$ cat src/rtl/fmul_iter.sv
// Iterative IEEE-754 multiplier: radix-2 shift-add significand product, truncating normalisation,
// denormals flushed to zero, specials resolved in one cycle.
module fmul_iter #(
    parameter int N = 32
) (
    input  logic         clk,
    input  logic         rst,
    input  logic         in_valid,
    output logic         in_ready,
    input  logic [N-1:0] a,
    input  logic [N-1:0] b,
    output logic         out_valid,
    input  logic         out_ready,
    output logic [N-1:0] out
);

    localparam int E  = (N == 64) ? 11 : 8;
    localparam int M  = (N == 64) ? 52 : 23;
    localparam int W  = M + 1;
    localparam int P  = 2 * W;
    localparam int CW = $clog2(W);

    localparam logic signed [E+1:0] BIAS    = (E+2)'((1 << (E - 1)) - 1);
    localparam logic signed [E+1:0] EXP_INF = (E+2)'((1 << E) - 1);
    localparam logic signed [E+1:0] EXP_MIN = '0;
    localparam logic [CW-1:0]       CNT_END = CW'(M);

    typedef enum logic [1:0] {
        IDLE,
        MUL,
        NORM,
        DONE
    } state_t;

    state_t               state;
    logic [P-1:0]         acc;
    logic [P-1:0]         mcand;
    logic [W-1:0]         mplier;
    logic [CW-1:0]        cnt;
    logic signed [E+1:0]  exp_sum;
    logic                 sign;

    logic [E-1:0]         ea;
    logic [E-1:0]         eb;
    logic [M-1:0]         ma;
    logic [M-1:0]         mb;
    logic                 a_nan, b_nan, a_inf, b_inf, a_zero, b_zero;
    logic                 res_nan, res_inf, res_flush;
    logic                 sign_in;
    logic signed [E+1:0]  exp_in;
    logic signed [E+1:0]  exp_fin;
    logic [M-1:0]         mant_fin;

    assign ea = a[N-2:M];
    assign eb = b[N-2:M];
    assign ma = a[M-1:0];
    assign mb = b[M-1:0];

    always_comb begin
        a_nan     = (&ea) && (|ma);
        b_nan     = (&eb) && (|mb);
        a_inf     = (&ea) && !(|ma);
        b_inf     = (&eb) && !(|mb);
        a_zero    = !(|ea) && !(|ma);
        b_zero    = !(|eb) && !(|mb);
        res_nan   = a_nan || b_nan || (a_zero && b_inf) || (a_inf && b_zero);
        res_inf   = a_inf || b_inf;
        res_flush = !(|ea) || !(|eb);
        sign_in   = a[N-1] ^ b[N-1];
        exp_in    = $signed({2'b00, ea}) + $signed({2'b00, eb}) - BIAS;
    end

    // Product in [1,4): a set top bit means one extra exponent step and a one-bit-higher mantissa window.
    assign exp_fin  = exp_sum + $signed({{(E+1){1'b0}}, acc[P-1]});
    assign mant_fin = acc[P-1] ? acc[2*M:M+1] : acc[2*M-1:M];

    always_ff @(posedge clk) begin
        if (rst) begin
            state     <= IDLE;
            in_ready  <= 1'b1;
            out_valid <= 1'b0;
            out       <= '0;
            acc       <= '0;
            mcand     <= '0;
            mplier    <= '0;
            cnt       <= '0;
            exp_sum   <= '0;
            sign      <= 1'b0;
        end else begin
            case (state)
                IDLE: begin
                    if (in_valid) begin
                        sign <= sign_in;
                        if (res_nan || res_inf || res_flush) begin
                            if (res_nan)
                                out <= {sign_in, {(N-1){1'b1}}};
                            else if (res_inf)
                                out <= {sign_in, {E{1'b1}}, {M{1'b0}}};
                            else
                                out <= {sign_in, {(N-1){1'b0}}};
                            state     <= DONE;
                            in_ready  <= 1'b0;
                            out_valid <= 1'b1;
                        end else begin
                            acc      <= '0;
                            mcand    <= {{W{1'b0}}, 1'b1, ma};
                            mplier   <= {1'b1, mb};
                            cnt      <= '0;
                            exp_sum  <= exp_in;
                            state    <= MUL;
                            in_ready <= 1'b0;
                        end
                    end
                end
                MUL: begin
                    if (mplier[0])
                        acc <= acc + mcand;
                    mcand  <= mcand << 1;
                    mplier <= mplier >> 1;
                    cnt    <= cnt + 1'b1;
                    if (cnt == CNT_END)
                        state <= NORM;
                end
                NORM: begin
                    if (exp_fin >= EXP_INF)
                        out <= {sign, {E{1'b1}}, {M{1'b0}}};
                    else if (exp_fin <= EXP_MIN)
                        out <= {sign, {(N-1){1'b0}}};
                    else
                        out <= {sign, exp_fin[E-1:0], mant_fin};
                    state     <= DONE;
                    out_valid <= 1'b1;
                end
                DONE: begin
                    if (out_ready) begin
                        state     <= IDLE;
                        out_valid <= 1'b0;
                        in_ready  <= 1'b1;
                    end
                end
                default: begin
                    state     <= IDLE;
                    in_ready  <= 1'b1;
                    out_valid <= 1'b0;
                end
            endcase
        end
    end

endmodule

$ cat config.mk
export PLATFORM = sky130hd
export DESIGN_NAME = fmul_iter
export DESIGN_NICKNAME = d
export VERILOG_FILES = /design/src/rtl/fmul_iter.sv
export SDC_FILE = /design/constraint.sdc
export NUM_CORES = 1
export LEC_CHECK = 0
export BUFFER_PORTS_ARGS = -buffer_cell sky130_fd_sc_hd__buf_2
export CAP_MARGIN = 20
export CORE_UTILIZATION = 55
export DETAILED_ROUTE_END_ITERATION = 7
export PLACE_DENSITY = 0.8
export RECOVER_POWER = 25
export SLEW_MARGIN = 10
export SYNTH_ARGS = -nofsm -noshare
export SYNTH_HDL_FRONTEND = slang
export SYNTH_SLANG_ARGS = --single-unit
export TNS_END_PERCENT = 20
$ cat constraint.sdc
create_clock -name clk -period 3.91 [get_ports clk]
set_clock_uncertainty 0.15 [all_clocks]
set_input_delay 0.9775 -clock clk [delete_from_list [all_inputs] [get_ports clk]]
set_output_delay 0.9775 -clock clk [all_outputs]
set_load 0.02 [all_outputs]
After elaboration in Yosys (flattened, before gate mapping)
Index checks and enable logic that the tools add are counted.
{"block": "classes", "addsub": 5, "order_cmp": 2, "n_eq_ne": 10, "n_mux": 33, "bitwise_logic": 2, "reduce_logical": 38}
{"operator": "two-way mux 48 bit", "n": 5}
{"operator": "case mux 48 bit (2 select lines)", "n": 2}
{"operator": "two-way mux 31 bit", "n": 4}
{"operator": "two-way mux 32 bit", "n": 2}
{"operator": "case mux 32 bit (2 select lines)", "n": 1}
{"operator": "adder 48 bit", "n": 1}
{"operator": "two-way mux 24 bit", "n": 2}
{"operator": "case mux 24 bit (2 select lines)", "n": 1}
{"operator": "OR reduction 23 bit", "n": 2}
{"operator": "two-way mux 23 bit", "n": 1}
{"operator": "AND reduction 8 bit", "n": 2}
{"operator": "OR reduction 8 bit", "n": 2}
{"operator": "AND reduction 3 bit", "n": 5}
{"operator": "inequality test 2 bit, second input constant", "n": 6}
{"operator": "adder 10 x 2 -> 10 bit", "n": 1}
{"operator": "greater-or-equal comparator 10 x 9 -> 1 bit, second input constant", "n": 1}
{"operator": "less-or-equal comparator 10 x 1 -> 1 bit, second input constant", "n": 1}
{"operator": "two-way mux 5 bit", "n": 2}
{"operator": "case mux 5 bit (2 select lines)", "n": 1}
{"operator": "subtractor 9 x 7 -> 10 bit, second input constant", "n": 1}
{"operator": "adder 8 x 8 -> 9 bit", "n": 1}
{"operator": "logical AND 1 bit", "n": 8}
{"operator": "two-way mux 2 bit", "n": 4}
{"operator": "case mux 2 bit (4 select lines)", "n": 1}
{"operator": "16 further kinds", "n": 33}
{"block": "word_totals", "regBits": 172, "out_inout_bits": 34, "word_cells": 100}

Logic depth before layout (Yosys ltp)
Gate-level depths: netlist of run 1.
{"block": "depth", "word_depth": 11, "mapped_depth": 13, "depth_no_buf": 13}

Least setup slack after synthesis of run 1
Ideal clock, no wire load.
{"block": "synth_timing", "path_kind": "in2reg", "start": "input port a[24]", "end": "register exp_sum[7]", "arrival_time_ns": 2.810, "required_time_ns": 3.628, "path_slack_ns": 0.818, "stages": 11, "path_buffers": 0, "cell_sequence": "ha_1 > ha_1 > fa_1 > a21oi_1 > nor2_1 > nor2_1 > nor2b_1 > o21a_1 > or3_1 > nand3_1 > a21oi_1"}
{"block": "synth_via", "elab_chain_len": 10, "word_cells_on_any_way": 19, "cone_classes": "2 x add/sub; 1 x bitwise; 16 x reduce/logical"}
{"element": "from (decl)", "line": "10", "source": "input logic [N-1:0] a,"}
{"element": "branches (longest 10 deep; another with subtractor 9 x 7 -> 10 bit)"}
{"element": "to (signal assigned)", "line": "109", "source": "exp_sum <= exp_in;"}
{"element": "to (decl)", "line": "40", "source": "logic signed [E+1:0] exp_sum;"}
Parallel ways; which one is timed is not known.
A chain may end at the register's enable or synchronous reset.

Worst setup path after layout of run 1
{"block": "layout_timing", "start": "register mcand[0]", "end": "register acc[46]"}
{"block": "layout_via", "elab_chain_len": 3}
{"element": "from (decl)", "line": "37", "source": "logic [P-1:0] mcand;"}
{"element": "from (signal assigned)", "line": "106", "source": "mcand <= {{W{1'b0}}, 1'b1, ma};"}
{"element": "from (signal assigned)", "line": "118", "source": "mcand <= mcand << 1;"}
{"element": "adder 48 bit", "line": "117", "source": "acc <= acc + mcand;"}
{"element": "two-way mux 48 bit", "line": "116", "source": "if (mplier[0])"}
{"element": "case mux 48 bit (2 select lines)", "line": "90", "source": "case (state)"}
{"element": "to (signal assigned)", "line": "117"}
{"element": "to (decl)", "line": "36", "source": "logic [P-1:0] acc;"}
Every way passes these cells. The select of a mux whose other input is x is not followed.

==> results of run 1 <==
sequential cells by signal (all words and copies together), names as in the netlist:
signal / cells
in_ready: 1
out: 32
mcand: 48
state: 2
cnt: 5
acc: 48
out_valid: 1
exp_sum: 10
sign: 1
mplier: 24
cell families after synthesis:
logic type	after synthesis
AOI/OAI and AO/OA	392
xor gates and xnor gates	49
adders and majority gates	71
buffers and inverters	112
DFF	172
muxes	71
and+or+nand+nor	415
per-layer routing:
layer	routed length, um	vias up
li1	-	4797
met1	11800	4534
met2	12100	279
met3	1450	54
met4	760	0
met5	0	-
metrics by stage:
step	cell area (um2)	hold slack, ns	utilization, %	instances	power (uW)
floorplan	10400	0.286	-	1282	4200
global placement	11100	0.294	59.3	1555	4730
detailed placement	11100	0.305	59.3	1555	4810
CTS	11700	0.314	62.7	1587	6630
global route	11600	0.329	62.4	1587	7000
finish	11600	0.311	62.4	1587	6610
worst max-delay path: stages (launching register included):
cell	delay, ns
dfxtp_1	0.33
ha_1	0.21
fa_1	0.40
a21o_1	0.18
a21oi_1	0.26
o21ai_0	0.22
a32oi_1	0.33
a21oi_1	0.22
nor3_2	0.23
buf_4	0.15
nor3_1	0.06
o31a_1	0.30
o31ai_1	0.23
cells in the mapped netlist, types with 4 or more instances:
| cell type | count |
|---|---|
| o21bai_1 | 14 |
| xor2_1 | 15 |
| a211o_1 | 4 |
| dfxtp_1 | 172 |
| nor4_1 | 20 |
| a32oi_1 | 5 |
| or3_1 | 10 |
| xnor2_1 | 34 |
| a211oi_1 | 56 |
| nor2_1 | 142 |
| clkbuf_1 | 62 |
| o221a_2 | 6 |
| o31ai_1 | 6 |
| nor3_1 | 20 |
| a21o_1 | 44 |
| and3_1 | 13 |
| buf_1 | 4 |
| nor2b_1 | 7 |
| o21ai_0 | 56 |
| mux2i_1 | 48 |
| a21oi_1 | 134 |
| nand2b_1 | 4 |
| buf_6 | 4 |
| a22oi_1 | 19 |
| mux2_2 | 23 |
| ha_1 | 69 |
| buf_2 | 6 |
| nand3_1 | 52 |
| inv_1 | 31 |
| a31oi_1 | 6 |
| nand4_1 | 19 |
| nand2_1 | 111 |
| o21a_1 | 5 |
where the power goes:
group,internal (uW),leakage [uW],total (uW),switching [uW]
logic,865,0.00317,2460,1600
clock network,1080,0.000301,1830,748
registers,2080,0.00140,2320,239
path summary, 6_finish.rpt:
check,end,slack [ns],cells past startpoint,startpoint
worst min register to register,acc[0],0.31,2,acc[0]
worst max register to register,acc[46],0.54,12,mcand[0]
worst max-delay path,acc[46],0.54,12,mcand[0]
worst min-delay path,acc[0],0.31,2,acc[0]
cell type report:
type / count / area (um2) / share of cell area (%)
flip-flops and latches: 172 / 3440 / 29.6
clock inverters: 15 / 209 / 1.79
repair buffers: 119 / 608 / 5.22
multi-input cells: 998 / 6540 / 56.2
clock buffers: 17 / 425 / 3.65
inverters: 32 / 120 / 1.03
well taps: 234 / 293 / 2.51
cell usage in the layout (no fill, tap or decap), types with 4 or more instances in the layout:
cell,n
o21ai_0,56
o31ai_1,6
o221a_2,6
nand3_1,52
nor3_1,20
a211oi_1,56
o21bai_1,14
nor2_1,142
inv_1,31
dfxtp_1,172
xor2_1,15
nor4_1,20
buf_4,17
nor2b_1,7
o21a_1,5
a21oi_1,134
nand4_1,19
inv_6,5
bufinv_16,4
clkbuf_16,17
a211o_1,4
mux2_2,23
clkbuf_1,36
nand2b_1,4
mux2i_1,48
a31oi_1,6
a21o_1,44
and3_1,13
a32oi_1,5
a22oi_1,19
or3_1,10
buf_2,64
xnor2_1,34
nand2_1,110
ha_1,68
==> metrics.md, run 1 <==
| Metric | Value |
|---|---|
| Outcome | `complete, but fails checks` |
| Violated checks | `capacitance limit, slew limit` |
| GR Util met1 | `34.9%` |
| Die Ht | `140 um` |
| Area delta synth->final | `11.6%` |
| GR Util met3 | `4.47%` |
| Residual DRC | `0` |
| Global-route wire length before repair | `43.5 mm` |
| Dpl hpwl | `18.6 mm` |
| Setup ws final | `0.541 ns` |
| Post-synthesis register bit count | `172` |
| Most Crowded Layer GR | `met2` |
| Initial antenna violation count | `0` |
| Gr usage total | `27.1%` |
| Area share of xor/xnor cells in the synthesized design | `4.11%` |
| Max-slew headroom | `-15.4%` |
| Area share of fa/ha/maj cells after synthesis | `8.66%` |
| Post-Place Setup Slack | `0.528 ns` |
| Via-to-Cell Ratio | `6.09` |
| Num ports | `102` |
| Fin. Hold Viols | `0` |
| Wire per inst | `16.5 um` |
| CP Max Fanout | `3` |
| Cts bufs inserted | `17` |
| Core box area | `18,600 um2` |
| Max-slew violation count | `86` |
| Post-CTS Hold Fix Bufs | `0` |
| Syn nets | `1,421` |
| Post-synth EDFFs | `0` |
| Initial core utilization | `56.0%` |
| Row count | `50` |
| Clock-pin slew on the worst setup and hold paths | `0.07 ns` |
| Min Clock Period, post-route | `3.37 ns` |
| Synth Area in Compound Gates | `24.3%` |
| ANT nets after route | `0` |
| Maxcap violations | `1` |
| Clock root cell | `clkbuf_16` |
| Post-cts sizing count | `0` |
| I/O Buffers | `101` |
| Fmax | `297 MHz` |
| Seq/Total Area, Yosys | `33.0%` |
| Min-delay worst type | `flop to flop` |
| Layout cell share with drive strength beyond 1 | `12.2%` |
| Largest net degree at the start of global routing | `92` |
| Largest family of logic cells by synthesized area | `compound AO/OA/AOI/OAI gates` |
| Setup violators final | `0` |
| Post-synth top area cell | `dfxtp_1` |
| Routed wire length | `26.1 mm` |
| Pwr dens | `568 nW/um2` |
| Placer Congestion | `0.909` |
| Mux share of post-synthesis cell area | `7.09%` |
| Met2 GRT Util | `44.9%` |
| Total negative slack | `0 ns` |
| Async set-or-reset flop fraction in the synthesized netlist | `0%` |
| Global route total overflow | `0` |
| Worst endpoint data arrival time | `3.55 ns` |
| Syn avg cell area | `8.14 um2` |
| Die X | `140 um` |
| LEAKAGE | `0.00487 uW` |
| Total number of clock tree sinks | `172` |
| Synth unique cells | `69` |
| Ant. Diodes | `0` |
| Clk_lat worst skew | `0.44 ns` |
| Vias | `9,664` |
| Synth Area in Simple Gates | `18.3%` |
| CTS tree | `yes` |
| RSZ-0062 raised after global routing | `false` |
| Setup crit end kind | `flop` |
| YS warnings | `0` |
| Post-CTS Setup Bufs | `0` |
| Nets | `1,479` |
| Setup Crit Path Kind | `flop to flop` |
| Startpoint Class | `flop` |
| Worst-margin pin slew | `1.73 ns` |
| H-Tree Depth | `4` |
| DRT Pass-1 Iters | `5` |
| Worst vdd ir | `0.514 mV` |
| Die area | `19,500 um2` |
| Top cells by area, synth | `dfxtp_1 33%, ha_1 8.3%, a21oi_1 6.4%, nor2_1 5.1%, mux2i_1 4.6%` |
| Iteration-0 DRC Markers | `650` |
| Final period utilization | `86.2%` |
| Synth Flop Type | `dfxtp_1` |
| Clk buf depth | `2` |
| Synth Cell Area | `10,400 um2` |
| Synth top area share | `33.0%` |
| Filler cells | `1,632` |
| Required time worst endpoint | `4.09 ns` |
| Vias in the first global route | `9,115` |
| Synth Instances | `1,282` |
No activity file was read; power rests on OpenSTA's default activity.
==> run 2: changes to the inputs <==
--- a/config.mk
+++ b/config.mk
@@ -8,9 +8,11 @@
 export BUFFER_PORTS_ARGS = -buffer_cell sky130_fd_sc_hd__buf_2
 export CAP_MARGIN = 20
 export CORE_UTILIZATION = 55
+export CTS_BUF_LIST = sky130_fd_sc_hd__clkbuf_4 sky130_fd_sc_hd__clkbuf_8
 export DETAILED_ROUTE_END_ITERATION = 7
 export PLACE_DENSITY = 0.8
 export RECOVER_POWER = 25
+export REMOVE_ABC_BUFFERS = 1
 export SLEW_MARGIN = 10
 export SYNTH_ARGS = -nofsm -noshare
 export SYNTH_HDL_FRONTEND = slang
==> constraint.sdc (replaced) <==
create_clock -name clk -period 4.05 [get_ports clk]
set_clock_uncertainty 0.15 [all_clocks]
set_input_delay 1.0125 -clock clk [delete_from_list [all_inputs] [get_ports clk]]
set_output_delay 1.0125 -clock clk [all_outputs]
set_load 0.02 [all_outputs]
==> run 2 against run 1 <==
Against the previous run:
- the run still ends with capacitance limit, slew limit left
- design area fell by 2.1%
- wire length decreased by 0.33%
- register-to-register slack got worse by 0.08 ns
- maximum frequency decreased by 6.0%
- die area unchanged
- cell count hardly changed
- combinational power down 4%
- utilization down 1.3 points
- sequential share of layout area rose by 0.65 points
- sequential cell count is the same
- critical path depth decreased by 6
- first-iteration DRC count grew 38%
- critical path type unchanged
- largest power group unchanged
- highest routed layer unchanged
==> metrics.md, run 2 (synthesis gave the netlist of run 1 again) <==
| Metric | Value |
|---|---|
| Vias in the first global route | `9,080` |
| Gr usage total | `27.4%` |
| Required time worst endpoint | `4.29 ns` |
| Area delta synth->final | `9.19%` |
| Largest net degree at the start of global routing | `120` |
| Outcome | `complete, but fails checks` |
| RR Endpoint | `mcand[47]` |
| Pwr dens | `519 nW/um2` |
| Leading cell type in the layout, fill and taps excluded | `dfxtp_1` |
| Cts bufs inserted | `17` |
| R2R cell count | `6` |
| Die area | `19,500 um2` |
| Setup crit start | `state[0]` |
| Cell family with most CP delay | `adder cells` |
| Iteration-0 DRC Markers | `898` |
| Setup Crit Path Kind | `flop to flop` |
| Clock-pin slew on the worst setup and hold paths | `0.10 ns` |
| Global-route wire length before repair | `43.9 mm` |
| I/O Buffers | `101` |
| Sw Ratio | `41.5%` |
| Ant. Diodes | `0` |
| Pint | `3460 uW` |
| Commonest non-fill, non-tap cells in the layout | `172 x dfxtp_1, 142 x nor2_1, 134 x a21oi_1` |
| Fin. Hold Viols | `0` |
| Initial core utilization | `56.0%` |
| Wire per inst | `16.4 um` |
| Clk_lat worst skew | `0.48 ns` |
| Die Ht | `140 um` |
| Filler cells | `1,693` |
| Worst-margin pin slew | `1.52 ns` |
| Post-CTS Setup Bufs | `0` |
| Setup violators final | `0` |
| Row count | `50` |
| Min-delay worst type | `flop to flop` |
| Fmax | `279 MHz` |
| Residual DRC | `0` |
| Startpoint Class | `flop` |
| CP Max Fanout | `119` |
| Critical path cell sequence | `ha_1 -> nand2b_1 -> nand2_4 -> clkbuf_4 -> nand3_1 -> a21oi_1` |
| Maxcap violations | `1` |
| Critical R2R Launch | `state[0]` |
| Via-to-Cell Ratio | `6.10` |
| Core box area | `18,600 um2` |
| Global route total overflow | `0` |
| Gate power share | `40.0%` |
| ANT nets after route | `0` |
| Worst endpoint data arrival time | `3.82 ns` |
| Worst vdd ir | `0.371 mV` |
| Initial antenna violation count | `0` |
| CP max stage delay | `1.02 ns` |
| Regs by FF count | `acc x48, mcand x48, out x32` |
| CP Buf/Inv Count | `1` |
| Die X | `140 um` |
| RSZ-0062 raised after global routing | `false` |
| Placer Congestion | `0.922` |
| DRT Pass-1 Iters | `5` |
| Sw Pwr | `2450 uW` |
| Layout cell share with drive strength beyond 1 | `11.9%` |
| LEAKAGE | `0.00477 uW` |
| Max-slew headroom | `-1.15%` |
| Routed wire length | `26.0 mm` |
| CP Depth | `6` |
| Nets | `1,478` |
| Clock root cell | `clkbuf_8` |
| Post-cts sizing count | `0` |
| Num ports | `102` |
| Post-route cell area | `11,400 um2` |
| Reg power frac | `37.8%` |
| Violated checks | `capacitance limit, slew limit` |
| Clock Power Share | `22.1%` |
| Crit path to | `mcand[47]` |
| Max-slew violation count | `69` |
| Post-DP Area | `11,100 um2` |
| Clk buf depth | `2` |
| Vias | `9,677` |
| Total negative slack | `0 ns` |
| Post-CTS Hold Fix Bufs | `0` |
| Setup crit end kind | `flop` |
| Min Clock Period, post-route | `3.59 ns` |
| Dpl hpwl | `18.3 mm` |
| H-Tree Depth | `4` |
| Total number of clock tree sinks | `172` |
| Flop2flop setup slack | `0.46 ns` |
| CTS tree | `yes` |
| Slowest cell on the critical path | `ha_1` |
| Final period utilization | `88.5%` |
run 2: final cells by class:
cell class	count	area, um2	area share, %
multi-input cells	998	6540	57.4
well taps	234	293	2.57
clock buffers	17	234	2.05
flip-flops and latches	172	3440	30.2
inverters	32	120	1.05
repair buffers	118	577	5.06
clock inverters	15	184	1.61
run 2: worst min path at each step:
| stage | from | slack, ns | endpoint | depth (start not counted) |
|---|---|---|---|---|
| after floorplan | acc[0] | 0.28 | acc[0] | 2 |
| after global routing | acc[3] | 0.34 | acc[3] | 2 |
| after global placement | acc[4] | 0.29 | acc[4] | 2 |
| final | acc[4] | 0.31 | acc[4] | 2 |
| after detailed placement | acc[4] | 0.30 | acc[4] | 2 |
| after CTS | acc[4] | 0.31 | acc[4] | 2 |
run 2: layer usage:
layer	GRT usage, %	vias up	wire length (um)
met5	0	-	0
met4	7.75	0	461
met3	4.96	40	1610
met2	44.3	315	11800
met1	37.4	4522	12100
li1	-	4800	-
run 2: worst reg2reg max path, delay by kind of cell, from the launching register on:
kind | cells | cell delay [ns]
adders and majority gates | 1 | 1.02
and+or+nand+nor | 3 | 0.74
buffers and inverters | 1 | 0.93
AOI/OAI and AO/OA | 1 | 0.21
DFF | 1 | 0.44
run 2: stage by stage:
step	instances	total power, uW	worst slack [ns]	hold slack, ns	utilization [%]
2_1_floorplan	1202	4000	-4.06	0.280	-
5_1_grt	1586	6310	0.231	0.342	61.1
4_1_cts	1586	5940	0.599	0.314	61.6
3_5_place_dp	1554	4650	0.578	0.302	59.3
6_report	1586	5910	0.465	0.312	61.1
3_3_place_gp	1554	4580	0.627	0.294	59.3
run 2: power by group through the flow:
stage                     logic (uW)  registers, uW  clock network [uW]
after detailed placement        2380           2270                   0
after CTS                       2390           2230                1320
after floorplan                 1730           2270                   0
after global routing            2640           2280                1400
final                           2370           2240                1310
after global placement          2320           2260                   0
==> run 3: changes to the inputs <==
--- a/config.mk
+++ b/config.mk
@@ -7,10 +7,10 @@
 export LEC_CHECK = 0
 export BUFFER_PORTS_ARGS = -buffer_cell sky130_fd_sc_hd__buf_2
 export CAP_MARGIN = 20
-export CORE_UTILIZATION = 55
+export CORE_UTILIZATION = 35
 export CTS_BUF_LIST = sky130_fd_sc_hd__clkbuf_4 sky130_fd_sc_hd__clkbuf_8
 export DETAILED_ROUTE_END_ITERATION = 7
-export PLACE_DENSITY = 0.8
+export PLACE_DENSITY = 0.57
 export RECOVER_POWER = 25
 export REMOVE_ABC_BUFFERS = 1
 export SLEW_MARGIN = 10
==> run 3 against run 2 <==
Against the previous run:
- the flow still finishes with violations (capacitance limit, slew limit)
- wire length grew 6.2%
- hold slack gained 0.0022 ns
- utilization shrank 21 points
- maximum frequency grew 0.67%
- largest cell class unchanged
- highest routed layer unchanged
==> metrics.md, run 3 (synthesis gave the netlist of run 1 again) <==
| Metric | Value |
|---|---|
| Total number of clock tree sinks | `172` |
| Post-DP Area | `11,200 um2` |
| Fin. Hold Viols | `0` |
| Fmax | `281 MHz` |
| Post-Place Cells | `1,703` |
| Nets | `1,477` |
| Clk buf depth | `2` |
| Routed wire length | `27.6 mm` |
| Wire per inst | `15.9 um` |
| Global-route wire length before repair | `45.4 mm` |
| Maxcap violations | `1` |
| I/O Buffers | `101` |
| Outcome | `complete, but fails checks` |
| Post-cts sizing count | `0` |
| Hold path depth | `2` |
| ANT nets after route | `0` |
| Die X | `175 um` |
| Setup violators final | `0` |
| Worst-margin pin slew | `1.90 ns` |
| Required time worst endpoint | `4.28 ns` |
| Clk_lat worst skew | `0.49 ns` |
| Die Ht | `175 um` |
| Placer Congestion | `0.888` |
| Commonest non-fill, non-tap cells in the layout | `172 x dfxtp_1, 142 x nor2_1, 134 x a21oi_1` |
| Final period utilization | `87.9%` |
| Gr usage total | `18.2%` |
| Violated checks | `capacitance limit, slew limit` |
| CP Depth | `11` |
| Crit path top cell by count | `a21oi_1` |
| CTS tree | `yes` |
| Max-slew violation count | `36` |
| Largest net degree at the start of global routing | `120` |
| Worst vdd ir | `0.387 mV` |
| Vias | `9,325` |
| Max-slew headroom | `-26.6%` |
| Layout cell share with drive strength beyond 1 | `12.1%` |
| Clock-pin slew on the worst setup and hold paths | `0.09 ns` |
| Slowest cell on the critical path | `a32oi_1` |
| CP Max Fanout | `4` |
| Via-to-Cell Ratio | `5.37` |
| CP max stage delay | `0.41 ns` |
| CP Buf/Inv Count | `0` |
| Cts bufs inserted | `17` |
| Setup Crit Path Kind | `flop to flop` |
| Initial antenna violation count | `0` |
| R2R cell count | `11` |
| LEAKAGE | `0.00474 uW` |
| Post-route cell area | `11,500 um2` |
| Global route total overflow | `0` |
| Leading cell type in the layout, fill and taps excluded | `dfxtp_1` |
| Cell family with most CP delay | `compound AO/OA/AOI/OAI gates` |
| Startpoint Class | `flop` |
| Core box area | `29,000 um2` |
| Critical path cell sequence | `ha_1 -> fa_1 -> a21o_1 -> a21oi_1 -> o21ai_0 -> a32oi_1 -> a21oi_1 -> nor3_2 -> nor4_1 -> or3_1 -> a32o_1` |
| Row count | `62` |
| Setup ws final | `0.489 ns` |
| Min-delay worst type | `flop to flop` |
| Pwr dens | `500 nW/um2` |
| Residual DRC | `0` |
| Clock root cell | `clkbuf_8` |
| DRT Pass-1 Iters | `5` |
| Regs by FF count | `acc x48, mcand x48, out x32` |
| Post-CTS Hold Fix Bufs | `0` |
| Worst endpoint data arrival time | `3.79 ns` |
| Iteration-0 DRC Markers | `656` |
| Initial core utilization | `36.0%` |
| Post-Place Setup Slack | `0.310 ns` |
| H-Tree Depth | `4` |
| Die area | `30,500 um2` |
| Min Clock Period, post-route | `3.56 ns` |
| Vias in the first global route | `8,793` |
| RSZ-0062 raised after global routing | `false` |
| Post-CTS Setup Bufs | `0` |
| Num ports | `102` |
| Dpl hpwl | `19.6 mm` |
| Ant. Diodes | `0` |
| Area delta synth->final | `10.5%` |
| Layout Cells excl Fill | `1,735` |
| Setup crit end kind | `flop` |
## run 3: worst paths after layout
path	from	end	slack, ns
setup / recovery	mcand[0]	acc[44]	0.49
hold / removal	acc[3]	acc[3]	0.31
setup reg to reg	mcand[0]	acc[44]	0.49
hold reg to reg	acc[3]	acc[3]	0.31
## run 3: report_power, final
part | internal, uW | total [uW] | switching (uW) | leakage [uW]
registers | 2010 | 2240 | 232 | 0.00140
clock network | 459 | 1160 | 702 | 0.000182
logic | 830 | 2370 | 1540 | 0.00316
total | 3300 | 5770 | 2470 | 0.00474
## run 3: worst min-delay path, cell delays in order (launching register included)
cell	delay, ns
dfxtp_1	0.32
nand2_1	0.05
a21oi_1	0.05
## run 3: per-stage QoR
step	util (%)	hold WS (ns)	setup TNS, ns	power, uW
finish	39.7	0.314	0	5770
floorplan	-	0.280	-212.33	4000
detailed placement	38.7	0.302	0	4680
CTS	40.0	0.315	0	5850
global placement	38.7	0.294	0	4660
global route	39.7	0.347	0	6200
## run 3: area by class of cell
class	count	area, um2
Sequential cell	172	3440
Multi-Input combinational cell	998	6550
Timing Repair Buffer	117	579
Inverter	32	120
Clock buffer	19	255
Fill cell	3033	17500
Clock inverter	13	104
Tap cell	384	480
## run 3: routing by layer
| metal | GRT usage, % | routed length (um) | vias up |
|---|---|---|---|
| met5 | 0 | 0 | - |
| met4 | 5.40 | 380 | 0 |
| met3 | 2.79 | 1240 | 23 |
| met2 | 28.8 | 12300 | 212 |
| met1 | 25.4 | 13700 | 4299 |
| li1 | - | - | 4791 |
